[config.mk]
export PLATFORM = sky130hd
export DESIGN_NAME = pu_layer_sequencer
export DESIGN_NICKNAME = d
export VERILOG_FILES = /design/src/rtl/pu_layer_sequencer.sv
export SDC_FILE = /design/constraint.sdc
export NUM_CORES = 1
export LEC_CHECK = 0
export ABC_CLOCK_PERIOD_IN_PS = 5320
export BUFFER_PORTS_ARGS = -buffer_cell sky130_fd_sc_hd__buf_2
export CAP_MARGIN = 20
export CORE_MARGIN = 1.5
export CORE_UTILIZATION = 49
export DETAILED_ROUTE_END_ITERATION = 10
export PLACE_DENSITY = 0.74
export RECOVER_POWER = 100
export SYNTH_ARGS = -nofsm -noshare
export SYNTH_HDL_FRONTEND = slang
export SYNTH_SLANG_ARGS = --single-unit
[constraint.sdc]
create_clock -name clk -period 5.32 [get_ports clk]
set_input_delay 0.798 -clock clk [delete_from_list [all_inputs] [get_ports clk]]
set_output_delay 0.798 -clock clk [all_outputs]
set_load 0.02 [all_outputs]
[src/rtl/pu_layer_sequencer.sv]
// pu_layer_sequencer
// -------------------
// Walks a run of layers for the processing unit. For each layer the tile count
// is read from the layer-config store, then one pe_start is issued per tile and
// the sequencer waits for pe_done before issuing the next tile.
//
// Optional feature macro: PU_SEQ_ABORT_EN
//   When defined, adds input 'abort' and output 'aborted'. An abort in any busy
//   state except DONE returns the sequencer to IDLE and clears the indices.
//   'aborted' pulses one cycle later, and no 'done' is issued for that run.
//
// Ports
//   clk, reset        : clock, synchronous active-high reset
//   start, num_layers : begin a run of num_layers layers (sampled in IDLE only)
//   cfg_rd_req/addr   : one-cycle config read request for layer cfg_rd_addr
//   cfg_rd_valid/data : config response carrying the tile count of that layer
//   pe_start, pe_done : tile launch pulse / tile completion pulse
//   busy, done        : run in progress / one-cycle run-complete pulse
//   state, layer_idx, tile_idx : progress reporting
module pu_layer_sequencer #(
  parameter int LAYER_PARAM_WIDTH = 10,
  parameter int MAX_LAYERS        = 64,
  parameter int LAYER_ID_W        = 6
) (
  input  logic                         clk,
  input  logic                         reset,
  input  logic                         start,
  input  logic [LAYER_ID_W:0]          num_layers,
  output logic                         cfg_rd_req,
  output logic [LAYER_ID_W-1:0]        cfg_rd_addr,
  input  logic                         cfg_rd_valid,
  input  logic [LAYER_PARAM_WIDTH-1:0] cfg_rd_data,
  output logic                         pe_start,
  input  logic                         pe_done,
`ifdef PU_SEQ_ABORT_EN
  input  logic                         abort,
  output logic                         aborted,
`endif
  output logic                         busy,
  output logic                         done,
  output logic [2:0]                   state,
  output logic [LAYER_ID_W-1:0]        layer_idx,
  output logic [LAYER_PARAM_WIDTH-1:0] tile_idx
);

  typedef enum logic [2:0] {
    S_IDLE     = 3'd0,
    S_CFG_REQ  = 3'd1,
    S_CFG_WAIT = 3'd2,
    S_ISSUE    = 3'd3,
    S_WAIT     = 3'd4,
    S_NEXT     = 3'd5,
    S_DONE     = 3'd6
  } state_e;

  // n_lat is one bit wider than a layer index so it can hold MAX_LAYERS itself.
  localparam logic [LAYER_ID_W:0] MAX_L = (LAYER_ID_W+1)'(MAX_LAYERS);

  state_e                       state_q, state_d;
  logic [LAYER_ID_W-1:0]        layer_q, layer_d;
  logic [LAYER_PARAM_WIDTH-1:0] tile_q,  tile_d;
  logic [LAYER_PARAM_WIDTH-1:0] tiles_q, tiles_d;
  logic [LAYER_ID_W:0]          n_lat_q, n_lat_d;
`ifdef PU_SEQ_ABORT_EN
  logic                         aborted_q, aborted_d;
`endif

  always_comb begin
    state_d = state_q;
    layer_d = layer_q;
    tile_d  = tile_q;
    tiles_d = tiles_q;
    n_lat_d = n_lat_q;
`ifdef PU_SEQ_ABORT_EN
    aborted_d = 1'b0;
`endif
    case (state_q)
      S_IDLE: begin
        if (start) begin
          n_lat_d = (num_layers > MAX_L) ? MAX_L : num_layers;
          layer_d = '0;
          tile_d  = '0;
          state_d = (num_layers == '0) ? S_DONE : S_CFG_REQ;
        end
      end
      S_CFG_REQ: state_d = S_CFG_WAIT;
      S_CFG_WAIT: begin
        if (cfg_rd_valid) begin
          tiles_d = cfg_rd_data;
          // A zero-tile layer is skipped without any pe_start.
          state_d = (cfg_rd_data == '0) ? S_NEXT : S_ISSUE;
        end
      end
      S_ISSUE: state_d = S_WAIT;
      S_WAIT: begin
        if (pe_done) begin
          if (tile_q == tiles_q - 1'b1) begin
            state_d = S_NEXT;
          end else begin
            tile_d  = tile_q + 1'b1;
            state_d = S_ISSUE;
          end
        end
      end
      S_NEXT: begin
        if ({1'b0, layer_q} == n_lat_q - 1'b1) begin
          state_d = S_DONE;
        end else begin
          layer_d = layer_q + 1'b1;
          tile_d  = '0;
          state_d = S_CFG_REQ;
        end
      end
      S_DONE:  state_d = S_IDLE;
      default: state_d = S_IDLE;  // encoding 7 is unreachable; recover to IDLE
    endcase
`ifdef PU_SEQ_ABORT_EN
    // Abort overrides whatever the case above decided for this cycle.
    if (abort && state_q != S_IDLE && state_q != S_DONE) begin
      state_d   = S_IDLE;
      layer_d   = '0;
      tile_d    = '0;
      aborted_d = 1'b1;
    end
`endif
  end

  always_ff @(posedge clk) begin
    if (reset) begin
      state_q <= S_IDLE;
      layer_q <= '0;
      tile_q  <= '0;
      tiles_q <= '0;
      n_lat_q <= '0;
`ifdef PU_SEQ_ABORT_EN
      aborted_q <= 1'b0;
`endif
    end else begin
      state_q <= state_d;
      layer_q <= layer_d;
      tile_q  <= tile_d;
      tiles_q <= tiles_d;
      n_lat_q <= n_lat_d;
`ifdef PU_SEQ_ABORT_EN
      aborted_q <= aborted_d;
`endif
    end
  end

  // Moore outputs decoded straight from the state register.
  assign cfg_rd_req  = (state_q == S_CFG_REQ);
  assign pe_start    = (state_q == S_ISSUE);
  assign done        = (state_q == S_DONE);
  assign busy        = (state_q != S_IDLE);
  assign state       = state_q;
  assign layer_idx   = layer_q;
  assign tile_idx    = tile_q;
  assign cfg_rd_addr = layer_q;
`ifdef PU_SEQ_ABORT_EN
  assign aborted     = aborted_q;
`endif

endmodule

==> results_dict.tcl, run 1 <==
set metrics [dict create \
    outcome "complete, no violations" \
    holdPathStages 2 \
    final_cell_mix "dfxtp_1 (36), nand2_1 (30), clkbuf_1 (29)" \
    placed_area_mm2 0.00238 \
    io_pins 51 \
    post_cts_resized 0 \
    worstPathArrival_ps 3700 \
    port_buffers 50 \
    crit_family "compound AO/OA/AOI/OAI gates" \
    yosys_warnings 0 \
    finalHoldViolCount 0 \
    n_fill_cell 423 \
    worst_slack_ps 1830 \
    finalSetupViolations 0 \
    cap_violations 0 \
    dpl.hpwl_um 3460 \
    grt_pass1_wl_um 7900 \
    report.final.slew_viol_count 0 \
    cts_buffer_depth 2 \
    cp.depth 8 \
    synth_seq_cells 36 \
    final_area_mm2 0.00242 \
    r2r-end "tile_idx[4]" \
    cp_cell_sequence "or4_1, or3_1, a2111oi_0, nand4_1, o211a_1, o22ai_1, o21ai_0, a21oi_1" \
    synthArstFlopShare 0 \
    crit_end "tile_idx[4]" \
    yosys.area.top_type_share 0.334 \
    synth_top_cell_by_area "dfxtp_1" \
    die_h_um 69.4 \
    area_delta_synth_final_pct 12.0 \
    cp-startpoint "tiles_q[2]" \
    cts-htree-levels 2 \
    wl_per_cell_um 12.6 \
    p_leak_uw 0.000865 \
    gp_congestion 0.796 \
    reg2regPathDepth 8 \
    max_freq_mhz 286 \
    syn_inst 277 \
    firstDrtPassIters 4 \
    nNetsFinal 344 \
    grt_usage 0.199 \
    crit_buf_inv 0 \
    ant_nets 0 \
    diodes 0 \
    preCtsSetupSlack_ps 2350 \
    numCtsBuffers 5 \
    drive_gt1_frac 0.0975 \
    dieWidth_um 69.4 \
    min_path_type "register to register" \
    power_uw 677 \
    rsz0062_at_grt "false" \
    dr.first_iter.drc_count 114 \
    finalSetupTns_ps 0 \
    crit_path_start_kind "register" \
    finClkSkew_ps 4.42 \
    r2r-start "tiles_q[2]" \
    avgSynthCellArea_um2 7.80 \
    wl_um 4650 \
    cts.clk_slew.worst_paths_ps 70 \
    post-route-period-util 0.657 \
    cts_tree "yes" \
    max_slew.worst_pin.slew_ps 1170 \
    cts.sinks 36 \
    max_stage_delay_ps 890 \
    cp-end-kind "register" \
    cts_root_buf "clkbuf_8" \
    synth.distinct_cells 44 \
    cpMaxStageDelayCell "o22ai_1" \
    reg2reg_slack_ps 1830 \
    period_needed_ps 3490 \
    grt_max_degree 25 \
    ctsHoldBuffers 0 \
    grt_pass1_vias 1759 \
    clk_latency_ps 290 \
    slew_headroom 0.217 \
    synth_area_mm2 0.00216 \
    initial_core_util 0.525 \
    core_mm2 0.00412 \
    antenna_found_initial 0 \
    seq_area_frac_synth 0.334 \
    overflow 0 \
    vias_per_cell 5.63 \
    row_count 23 \
    crit_type "register to register" \
    die-area_mm2 0.00482 \
    layout_commonest_cell "dfxtp_1" \
    vias 2072 \
    ys.flop_type "dfxtp_1" \
    vdd_ir_drop_max_mv 0.141 \
    postCtsSetupBuffers 0 \
    ys_top_cells_by_area "dfxtp_1 (33%), xnor2_1 (7.7%), a21oi_1 (6.3%)" \
    p_per_area_mw_per_mm2 280 \
    crit_path_max_fanout 18 \
    synth-edff-count 0 \
    required_ps 5530 \
    synth_fp_nets 303 \
    drc 0 \
]
kinds of logic after synthesis:
logic type | share of synthesized area
multiplexers | 0.0278
adder cells (fa/ha/maj) | 0.0232
XOR/XNOR | 0.0973
AND/OR/NAND/NOR | 0.282
buffers and inverters | 0.0608
AO/OA/AOI/OAI | 0.175
flip-flops | 0.334
per-layer routing:
layer,global-route usage,routed length (µm)
met1,0.282,2360
met3,0.0509,229
met4,0.0654,65
met2,0.295,2000
met5,0,0
cell type report:
class,instances,area [µm²],share of cell area
inverters,11,41.3,0.0171
repair buffers,50,214,0.0884
well taps,50,62.6,0.0259
clock buffers,7,96.3,0.0398
flip-flops and latches,36,721,0.298
multi-input cells,214,1280,0.531
how the worst min path moves through the flow:
| stage | slack [ps] | endpoint | startpoint |
|---|---|---|---|
| 6_report | 470 | tiles_q[9] | tiles_q[9] |
| 5_1_grt | 490 | tiles_q[9] | tiles_q[9] |
| 4_1_cts | 470 | tiles_q[9] | tiles_q[9] |
| 3_5_place_dp | 460 | tiles_q[9] | tiles_q[9] |
| 3_3_place_gp | 460 | tiles_q[9] | tiles_q[9] |
| 2_1_floorplan | 450 | tiles_q[9] | tiles_q[9] |
through the flow:
step | utilization | hold WS [ps] | cells
after floorplan | - | 449 | 277
after global placement | 0.579 | 458 | 361
after detailed placement | 0.579 | 461 | 361
after CTS | 0.603 | 471 | 368
after global routing | 0.588 | 494 | 368
final | 0.588 | 469 | 368
worst min-delay path, stage by stage, from the launching register on:
cell and delay (ps):
dfxtp_1 320, nand2_1 50, a21oi_1 50
registers in the layout, summed over array words and instances (netlist names):
| register | flops |
|---|---|
| tile_idx | 10 |
| n_lat_q | 7 |
| state | 3 |
| tiles_q | 10 |
| cfg_rd_addr | 6 |
cells in the mapped netlist (all sizes together), types with 2 or more instances:
master	count
a21oi	29
a31oi	4
and3	3
buf	8
clkbuf	8
dfxtp	36
ha	4
inv	11
mux2i	6
nand2	30
nand2b	4
nand3	5
nand4	2
nor2	27
nor2b	4
nor3	10
nor3b	7
nor4	5
nor4b	2
o21ai	15
o31ai	2
or2	2
or3	12
or4	4
xnor2	19
xor2	5
report_power, final:
part | switching [µW] | leakage, µW | internal, µW
Clock | 91.9 | 0.0000503 | 115
Sequential | 23.6 | 0.000291 | 283
Combinational | 98.6 | 0.000523 | 64.8
Power figures use the tool's default switching activity.
==> run 2: changes to the inputs <==
Settings changed: ABC_CLOCK_PERIOD_IN_PS 5320 to 3100, CORE_UTILIZATION 49 to 48, PLACE_DENSITY 0.74 to 0.75.
Clock period 5.32 ns to 3.1 ns, I/O delays scaled along.
==> run 2 against run 1 <==
Effect of this change:
- sequential power grew 71%
- via count shrank 0.92%
- clock power grew 64%
- clock skew shrank 1.5 ps
- critical path depth is the same
- hold slack lost 39 ps
- core utilization shrank 2.3 points
- first-iteration DRC count grew 9.6%
- final area grew 1.6%
- global-route usage shrank 0.23 points
- critical path type unchanged
- highest routed layer unchanged
==> results_dict.tcl, run 2 (synthesized netlist as in run 1, its figures left out) <==
set metrics [dict create \
    outcome "complete, no violations" \
    p_per_area_mw_per_mm2 472 \
    post-route-period-util 0.931 \
    multi_input_area_mm2 0.00131 \
    dr.first_iter.drc_count 125 \
    max_slew.worst_pin.slew_ps 767 \
    core_mm2 0.00435 \
    finalHoldViolCount 0 \
    period_needed_ps 2890 \
    io_pins 51 \
    crit_type "register to register" \
    worstPathArrival_ps 3030 \
    required_ps 3250 \
    stdcell_count 374 \
    seq_area_um2 721 \
    overflow 0 \
    cts-htree-levels 2 \
    crit_path_start_kind "register" \
    cts.sinks 36 \
    max_stage_delay_ps 550 \
    port_buffers 50 \
    die_h_um 70.1 \
    vdd_ir_drop_max_mv 0.266 \
    wl_um 4640 \
    grt_usage 0.197 \
    dp.cells 365 \
    crit_buf_inv 0 \
    initial_core_util 0.496 \
    crit_path_max_fanout 18 \
    cpMaxStageDelayCell "or4_4" \
    cp-end-kind "register" \
    min_path_type "input pin to register" \
    crit_family "simple AND/OR/NAND/NOR gates" \
    clk_latency_ps 280 \
    layout_commonest_cell "dfxtp_1" \
    report.final.slew_viol_count 0 \
    max_freq_mhz 346 \
    area_delta_synth_final_pct 13.8 \
    vias 2053 \
    diodes 0 \
    ant_nets 0 \
    grt_max_degree 25 \
    cts.clk_slew.worst_paths_ps 70 \
    nNetsFinal 347 \
    drc 0 \
    dieWidth_um 70.1 \
    row_count 24 \
    post_cts_resized 0 \
    finalSetupTns_ps 0 \
    cts_root_buf "clkbuf_8" \
    finalSetupViolations 0 \
    cts_tree "yes" \
    final_cell_mix "dfxtp_1 (36), clkbuf_1 (32), nand2_1 (30)" \
    slew_headroom 0.488 \
    cp_cell_sequence "or4_4, or3_1, a2111oi_2, nand4_1, o211a_1, o22ai_4, or3_1, a21oi_1" \
    p_leak_uw 0.000871 \
    wl_per_cell_um 12.4 \
    gp_congestion 0.834 \
    dpl.hpwl_um 3450 \
    die-area_mm2 0.00491 \
    rsz0062_at_grt "false" \
    grt_pass1_vias 1760 \
    drive_gt1_frac 0.109 \
    vias_per_cell 5.49 \
    cpMostUsedCell "or3_1" \
    finClkSkew_ps 2.88 \
    grt_pass1_wl_um 7890 \
    n_fill_cell 418 \
    cts_buffer_depth 2 \
    firstDrtPassIters 4 \
    numCtsBuffers 5 \
    antenna_found_initial 0 \
    cap_violations 0 \
]
run 2: cell count changes in the layout (fill, tap and decap cells not counted), sizes merged:
cell	before	now
clkbuf	36	39
buf	21	22
run 2: cell type report:
class                      instances  area share
inverter                          11      0.0168
clock buffer                       8      0.0366
sequential                        36       0.293
multi-input combinational        214       0.532
tap                               52      0.0265
timing repair buffer              53      0.0947
run 2: metrics by stage:
stage / hold WS [ps] / area [µm²] / power [µW] / setup WS, ps / utilization
after floorplan: 449 / 2160 / 769 / 377 / -
after global placement: 475 / 2400 / 830 / 253 / 0.551
after detailed placement: 485 / 2400 / 834 / 176 / 0.551
after CTS: 423 / 2490 / 1170 / 172 / 0.572
after global routing: 427 / 2460 / 1230 / 10.3 / 0.565
final: 430 / 2460 / 1160 / 213 / 0.565
run 2: report_power, final:
group / internal [µW] / leakage [µW] / switching, µW
clock: 181 / 0.0000455 / 158
combinational: 122 / 0.000534 / 172
sequential: 485 / 0.000291 / 41.1
total: 789 / 0.000871 / 371
run 2: per-layer routing:
metal	vias to the layer above	part of all wire	track usage
met5	-	0	0
met4	0	0.0095	0.0577
met3	6	0.043	0.0519
met2	52	0.45	0.305
met1	932	0.50	0.269
li1	1063	-	-
run 2: final timing paths:
| kind | start | end | slack, ps | cells after the start |
|---|---|---|---|---|
| setup / recovery | tiles_q[2] | tile_idx[6] | 210 | 8 |
| hold / removal | cfg_rd_data[7] | tiles_q[7] | 430 | 3 |
| setup reg to reg | tiles_q[2] | tile_idx[6] | 210 | 8 |
| hold reg to reg | tiles_q[9] | tiles_q[9] | 500 | 2 |
run 2: worst min-delay path, stage by stage:
cell	delay (ps)
buf_2	100
nand2_1	50
a21oi_1	50
run 2: repair_timing:
item	4_1_cts	5_1_grt
endpoints found under the setup margin	0	1
setup buffers	0	0
hold buffers	0	0
